### src/rtl/mem_port_arbiter.sv
// mem_port_arbiter
// Round-robin arbiter that serialises multi-byte read/write requests from
// several requester ports onto a single external byte-wide memory bus.
//
// Ports:
//   clk_in, rst_in   system clock, synchronous active-high reset
//   rdy_in           global pause; all state frozen while low
//   port_req/_wr/_size/_addr/_wdata   per-port request bundle (packed by port)
//   flush_in         misprediction flush (aborts reads, blocks new reads)
//   io_buffer_full   UART transmit buffer full (stalls IO-region write bytes)
//   mem_din/mem_dout/mem_a/mem_wr     external byte bus (sync read, 1-cycle latency)
//   port_grant       one-hot acceptance pulse
//   port_done        one-hot completion pulse
//   rdata            read result, valid in the port_done cycle
//   dbg_state_o      current FSM state
//
// Handshake: a port holds port_req high with a stable request bundle until it
// sees port_grant; the bundle is captured at the accepting edge, so the port
// may change or drop it from the grant cycle onward. port_done marks the end
// of that port's transaction.
module mem_port_arbiter #(
  parameter int NUM_PORTS = 3,
  parameter int ADDR_W    = 32
) (
  input  logic                        clk_in,
  input  logic                        rst_in,
  input  logic                        rdy_in,
  input  logic [NUM_PORTS-1:0]        port_req,
  input  logic [NUM_PORTS-1:0]        port_wr,
  input  logic [2*NUM_PORTS-1:0]      port_size,
  input  logic [ADDR_W*NUM_PORTS-1:0] port_addr,
  input  logic [32*NUM_PORTS-1:0]     port_wdata,
  input  logic                        flush_in,
  input  logic                        io_buffer_full,
  input  logic [7:0]                  mem_din,
  output logic [7:0]                  mem_dout,
  output logic [31:0]                 mem_a,
  output logic                        mem_wr,
  output logic [NUM_PORTS-1:0]        port_grant,
  output logic [NUM_PORTS-1:0]        port_done,
  output logic [31:0]                 rdata,
  output logic [1:0]                  dbg_state_o
);

  localparam int PW = (NUM_PORTS > 1) ? $clog2(NUM_PORTS) : 1;

  typedef enum logic [1:0] {IDLE = 2'd0, READ = 2'd1, WRITE = 2'd2} state_t;

  state_t               state_q;
  logic [PW-1:0]        ptr_q;
  logic [PW-1:0]        port_q;
  logic [ADDR_W-1:0]    addr_q;
  logic [2:0]           n_q;        // transfer length in bytes (1, 2 or 4)
  logic [2:0]           k_q;        // next byte to issue
  logic [31:0]          wdata_q;
  logic [31:0]          rdata_q;
  logic                 pend_v_q;   // a read byte was issued last active cycle
  logic [1:0]           pend_idx_q; // which byte that was
  logic                 rdy_prev_q; // rdy_in was high in the previous cycle
  logic [NUM_PORTS-1:0] grant_q;
  logic [NUM_PORTS-1:0] done_q;

  // Round-robin pick starting at ptr_q. A flush masks read requests only.
  logic [NUM_PORTS-1:0] eligible;
  logic                 pick_valid;
  logic [PW-1:0]        pick_idx;
  logic [PW:0]          cand;

  always_comb begin
    eligible   = port_req & ~(~port_wr & {NUM_PORTS{flush_in}});
    pick_valid = 1'b0;
    pick_idx   = '0;
    cand       = '0;
    for (int i = 0; i < NUM_PORTS; i++) begin
      cand = {1'b0, ptr_q} + (PW+1)'(i);
      if (cand >= (PW+1)'(NUM_PORTS)) cand = cand - (PW+1)'(NUM_PORTS);
      if (!pick_valid && eligible[cand[PW-1:0]]) begin
        pick_valid = 1'b1;
        pick_idx   = cand[PW-1:0];
      end
    end
  end

  logic [PW:0]       ptr_inc;
  logic [PW-1:0]     ptr_next;
  logic [ADDR_W-1:0] sel_addr;
  logic [31:0]       sel_wdata;
  logic [1:0]        sel_size;
  logic              sel_wr;
  logic [2:0]        sel_n;

  assign ptr_inc   = {1'b0, pick_idx} + (PW+1)'(1);
  assign ptr_next  = (ptr_inc == (PW+1)'(NUM_PORTS)) ? '0 : ptr_inc[PW-1:0];
  assign sel_addr  = port_addr[ADDR_W*int'(pick_idx) +: ADDR_W];
  assign sel_wdata = port_wdata[32*int'(pick_idx) +: 32];
  assign sel_size  = port_size[2*int'(pick_idx) +: 2];
  assign sel_wr    = port_wr[pick_idx];
  assign sel_n     = (sel_size == 2'b00) ? 3'd1 : (sel_size == 2'b01) ? 3'd2 : 3'd4;

  // Byte issue. After a pause the read byte whose data arrived during the
  // pause was never captured, so it goes out again before k_q advances.
  logic              reissue;
  logic [1:0]        byte_idx;
  logic [ADDR_W-1:0] cur_addr;
  logic              io_hold;
  logic              rd_issue;
  logic              wr_issue;

  assign reissue  = (state_q == READ) && pend_v_q && !rdy_prev_q;
  assign byte_idx = reissue ? pend_idx_q : k_q[1:0];
  assign cur_addr = addr_q + ADDR_W'(byte_idx);
  assign io_hold  = io_buffer_full && (cur_addr[17:16] == 2'b11);
  assign rd_issue = (state_q == READ) && rdy_in && !rst_in && !flush_in &&
                    (reissue || (k_q < n_q));
  assign wr_issue = (state_q == WRITE) && rdy_in && !rst_in && !io_hold;

  assign mem_wr      = wr_issue;
  assign mem_a       = (rd_issue || wr_issue) ? 32'(cur_addr) : '0;
  assign mem_dout    = wr_issue ? wdata_q[8*byte_idx +: 8] : '0;
  assign port_grant  = rdy_in ? grant_q : '0;
  assign port_done   = rdy_in ? done_q : '0;
  assign rdata       = rdata_q;
  assign dbg_state_o = state_q;

  always_ff @(posedge clk_in) begin
    if (rst_in) begin
      state_q    <= IDLE;
      ptr_q      <= '0;
      port_q     <= '0;
      addr_q     <= '0;
      n_q        <= '0;
      k_q        <= '0;
      wdata_q    <= '0;
      rdata_q    <= '0;
      pend_v_q   <= 1'b0;
      pend_idx_q <= '0;
      rdy_prev_q <= 1'b0;
      grant_q    <= '0;
      done_q     <= '0;
    end else if (!rdy_in) begin
      rdy_prev_q <= 1'b0;
    end else begin
      rdy_prev_q <= 1'b1;
      grant_q    <= '0;
      done_q     <= '0;
      case (state_q)
        IDLE: begin
          if (pick_valid) begin
            port_q   <= pick_idx;
            ptr_q    <= ptr_next;
            addr_q   <= sel_addr;
            n_q      <= sel_n;
            wdata_q  <= sel_wdata;
            k_q      <= '0;
            pend_v_q <= 1'b0;
            grant_q  <= NUM_PORTS'(1) << pick_idx;
            state_q  <= sel_wr ? WRITE : READ;
            if (!sel_wr) rdata_q <= '0;
          end
        end
        READ: begin
          if (flush_in) begin
            state_q  <= IDLE;
            pend_v_q <= 1'b0;
          end else begin
            if (pend_v_q && rdy_prev_q) rdata_q[8*pend_idx_q +: 8] <= mem_din;
            if (rd_issue) begin
              pend_v_q   <= 1'b1;
              pend_idx_q <= byte_idx;
              if (!reissue) k_q <= k_q + 3'd1;
            end else begin
              pend_v_q <= 1'b0;
            end
            // Last byte captured this edge: finish.
            if (!reissue && pend_v_q && (k_q == n_q)) begin
              done_q  <= NUM_PORTS'(1) << port_q;
              state_q <= IDLE;
            end
          end
        end
        WRITE: begin
          if (wr_issue) begin
            k_q <= k_q + 3'd1;
            if (k_q + 3'd1 == n_q) begin
              done_q  <= NUM_PORTS'(1) << port_q;
              state_q <= IDLE;
            end
          end
        end
        default: state_q <= IDLE;
      endcase
    end
  end

endmodule

### config.mk
export PLATFORM = sky130hd
export DESIGN_NAME = mem_port_arbiter
export DESIGN_NICKNAME = d
export VERILOG_FILES = /design/src/rtl/mem_port_arbiter.sv
export SDC_FILE = /design/constraint.sdc
export NUM_CORES = 1
export LEC_CHECK = 0
export ABC_CLOCK_PERIOD_IN_PS = 5400
export CAP_MARGIN = 5
export CORE_MARGIN = 1.5
export CORE_UTILIZATION = 40
export CTS_BUF_LIST = sky130_fd_sc_hd__clkbuf_16
export DETAILED_ROUTE_END_ITERATION = 10
export PLACE_DENSITY = 0.77
export SETUP_SLACK_MARGIN = 0.15
export SLEW_MARGIN = 20
export SYNTH_ARGS = -nofsm -noshare
export SYNTH_HDL_FRONTEND = slang
export SYNTH_SLANG_ARGS = --single-unit
### constraint.sdc
create_clock -name clk_in -period 5.4 [get_ports clk_in]
set_input_delay 1.08 -clock clk_in [delete_from_list [all_inputs] [get_ports clk_in]]
set_output_delay 1.08 -clock clk_in [all_outputs]
set_load 0.01 [all_outputs]
==> impl_metrics.toml <==
[critical_path]
crit_start = "dbg_state_o[1]"
cp_data_arrival_time_ns = 3.98
end_kind = "output pin"
reg2reg_depth = 9
startpoint_type = "flop"
r2r_start = "ptr_q[0]"
r2r_slack_ns = 1.81
required_ns = 4.32
crit_path_end = "mem_a[29]"
critPathKind = "flop to output pin"
worstReg2RegEnd = "rdata[25]"
path_max_fanout = 5

[routing]
vias = 7394
drt-initial-drc-count = 587
totalWireLength_um = 23500
via_per_inst = 5.76
wl_per_cell_um = 18.3
dr.pass1.iters = 9
drt.antenna.violating_nets = 0
remaining_drc_errors = 0

[timing]
clock_skew_ns = 0.00802
postLayoutSetupSlackWorst_ns = 0.340
final-hold-violation-count = 0
worstMarginPinSlew_ns = 0.931
setup_viol = 0
fin_crit_sh = 0.937
relSlewSlack = 0.380
clock.fmax_mhz = 198
fin_crit_ns = 5.06
setup_tns_ns = 0
rsz0062_at_grt = "true"
slew_violations = 0

[power_and_ir_drop]
pwr-share-comb = 0.333
p_sw_frac = 0.336
vdd_drop_max_v = 0.000256
power_leakage_uw = 0.00364
pwr-share-seq = 0.332
power.internal_uw = 2310
power_frac_clock = 0.335
total_power_uw = 3480
p_sw_uw = 1170
power_density_nw_per_um2 = 332

[clock_tree]
clk_pin_slew_worst_paths_ns = 0.05
cts_tree = "done"
cts_buffer_depth = 2
cts_root_buf = "clkbuf_16"
clock_sinks = 118
cts_made_buffers = 17
htreeDepth = 4
clock_latency_ns = 0.41

[place]
gp_congestion = 0.860
dp_cells = 1242
dpl.hpwl_um = 17200
post-place-ws_ns = 0.125
portBuffers = 297

[final_layout]
fill_cells = 1358
antenna_cells = 0
layoutNonFillerInstCount = 1284
layout_commonest_cell = "clkdlybuf4s50_1"
syn_to_final_growth_pct = 58.5
post-route-util = 0.655
nets = 1289
mostFrequentLayoutCells = "clkdlybuf4s50_1 (293), dfxtp_1 (118), nor2_1 (117)"
drive_above_1_share = 0.0768

[floorplan]
die_w_um = 132
coreArea_um2 = 16000
rows = 46
initial_utilization = 0.413
die_y_um = 132
die-area_um2 = 17300
ios = 298

[synth]
ys_seq_elements = 118
synth-async-reset-ratio = 0
post_synth_num_cell_types = 55
syn_nets = 1013
synth_edf_count = 0
netlist_instances = 779
ys_seq_area_frac = 0.357
avgSynthCellArea_um2 = 8.49
synthFlopType = "dfxtp_1"
syn_area_um2 = 6610
yosysWarnings = 0

[global_route]
grt_pass1_vias = 7004
grt_max_degree = 87
antenna_found_initial = 1
grt_pass1_wl_um = 36300
groute.usage.overall = 0.262
grt_overflow_total = 0

[worst_hold_path]
whs_path_depth = 1
hp-start = "done_q[2]"
hold_class = "flop to flop"

[flow_run]
drv_cap = 0

[outcome]
status = "finished clean"
[cells in the mapped netlist, drive strengths merged (4+ instances only)]
master	number	share of area
or4b	8	0.012
nand4b	5	0.0066
dfxtp	118	0.36
nor2b	10	0.0095
a211oi	67	0.076
nand2	34	0.019
mux4	8	0.027
nand3	13	0.0098
xor2	19	0.025
xnor2	12	0.016
buf	8	0.0059
a222oi	66	0.10
o21ai	32	0.024
and3	6	0.0059
nor3	8	0.0061
and2	16	0.015
or3	4	0.0038
ha	16	0.030
inv	24	0.014
clkbuf	55	0.031
nand2b	16	0.015
a22o	9	0.012
a21oi	46	0.035
nor2	118	0.067
nand4	28	0.027
[cell families (layout without fill, tap and decap cells)]
logic type | count (synthesis) | in the layout | share of synthesized area
AND/OR/NAND/NOR | 274 | 275 | 0.207
AO/OA/AOI/OAI | 241 | 241 | 0.279
flip-flops | 118 | 118 | 0.357
buffers and inverters | 87 | 375 | 0.0507
XOR/XNOR | 31 | 31 | 0.0411
adder cells (fa/ha/maj) | 18 | 18 | 0.0348
multiplexers | 10 | 10 | 0.0303
[sequential cells by signal, indices dropped and copies added (netlist names), 2 cells and up]
signal,cells
done_q,3
addr_q,32
wdata_q,32
k_q,3
pend_idx_q,2
grant_q,3
port_q,2
rdata,32
ptr_q,2
n_q,3
dbg_state_o,2
[cell type report]
type,instances,area (um2),area share
multi-input cells,575,3980,0.379
clock buffers,17,425,0.0406
well taps,216,270,0.0258
inverters,24,90.1,0.00860
flip-flops and latches,118,2360,0.225
repair buffers,319,3170,0.302
clock inverters,15,185,0.0177
[critical path: stages (launching register included)]
cell and delay (ns):
dfxtp_1 0.37, inv_1 0.09, ha_1 0.20, nor2b_2 0.16, nand2_2 0.12, nor2_1 0.06
a21oi_2 0.18, inv_1 0.07, ha_1 0.30, a21o_1 0.23, nand4_1 0.23, or3_4 0.42
nor3_2 0.19, nand4_1 0.14, xor2_1 0.17, nor2_1 0.09, clkdlybuf4s50_1 0.55
[worst min-delay path by stage]
stage / endpoint / slack [ns]
6_report: done_q[2] / 0.46
5_1_grt: done_q[1] / 0.49
4_1_cts: done_q[2] / 0.46
3_5_place_dp: done_q[2] / 0.45
3_3_place_gp: done_q[2] / 0.45
2_1_floorplan: done_q[2] / 0.43
[layer usage]
metal / wire length, um / global-route usage / up-vias
met2: 11300 / 0.440 / 322
met4: 874 / 0.123 / 2
met3: 1620 / 0.0698 / 59
met1: 9740 / 0.311 / 3441
li1: - / - / 3570
met5: 10 / 0 / -
[power groups by stage]
stage	Clock (uW)	Combinational [uW]	Sequential, uW
after floorplan	0	757	1120
after global placement	0	1140	1160
after detailed placement	0	1140	1170
after CTS	1180	1150	1150
after global routing	1230	1270	1170
final	1160	1160	1150
[per-stage QoR]
| stage | instance area (um2) | hold WS [ns] |
|---|---|---|
| floorplan | 6610 | 0.434 |
| global placement | 9730 | 0.447 |
| detailed placement | 9730 | 0.449 |
| global route | 10500 | 0.489 |
| finish | 10500 | 0.459 |
| CTS | 10400 | 0.461 |
[timing repair]
item | in CTS | in global routing
resized for setup | 6 | 6
buffers inserted | 1 | 8
gates cloned | 0 | 1
endpoints found under the hold margin | 0 | 0
setup endpoints to repair | 32 | 32
pin swaps | 1 | 4
hold buffers | 0 | 0
Power figures use the tool's default switching activity.
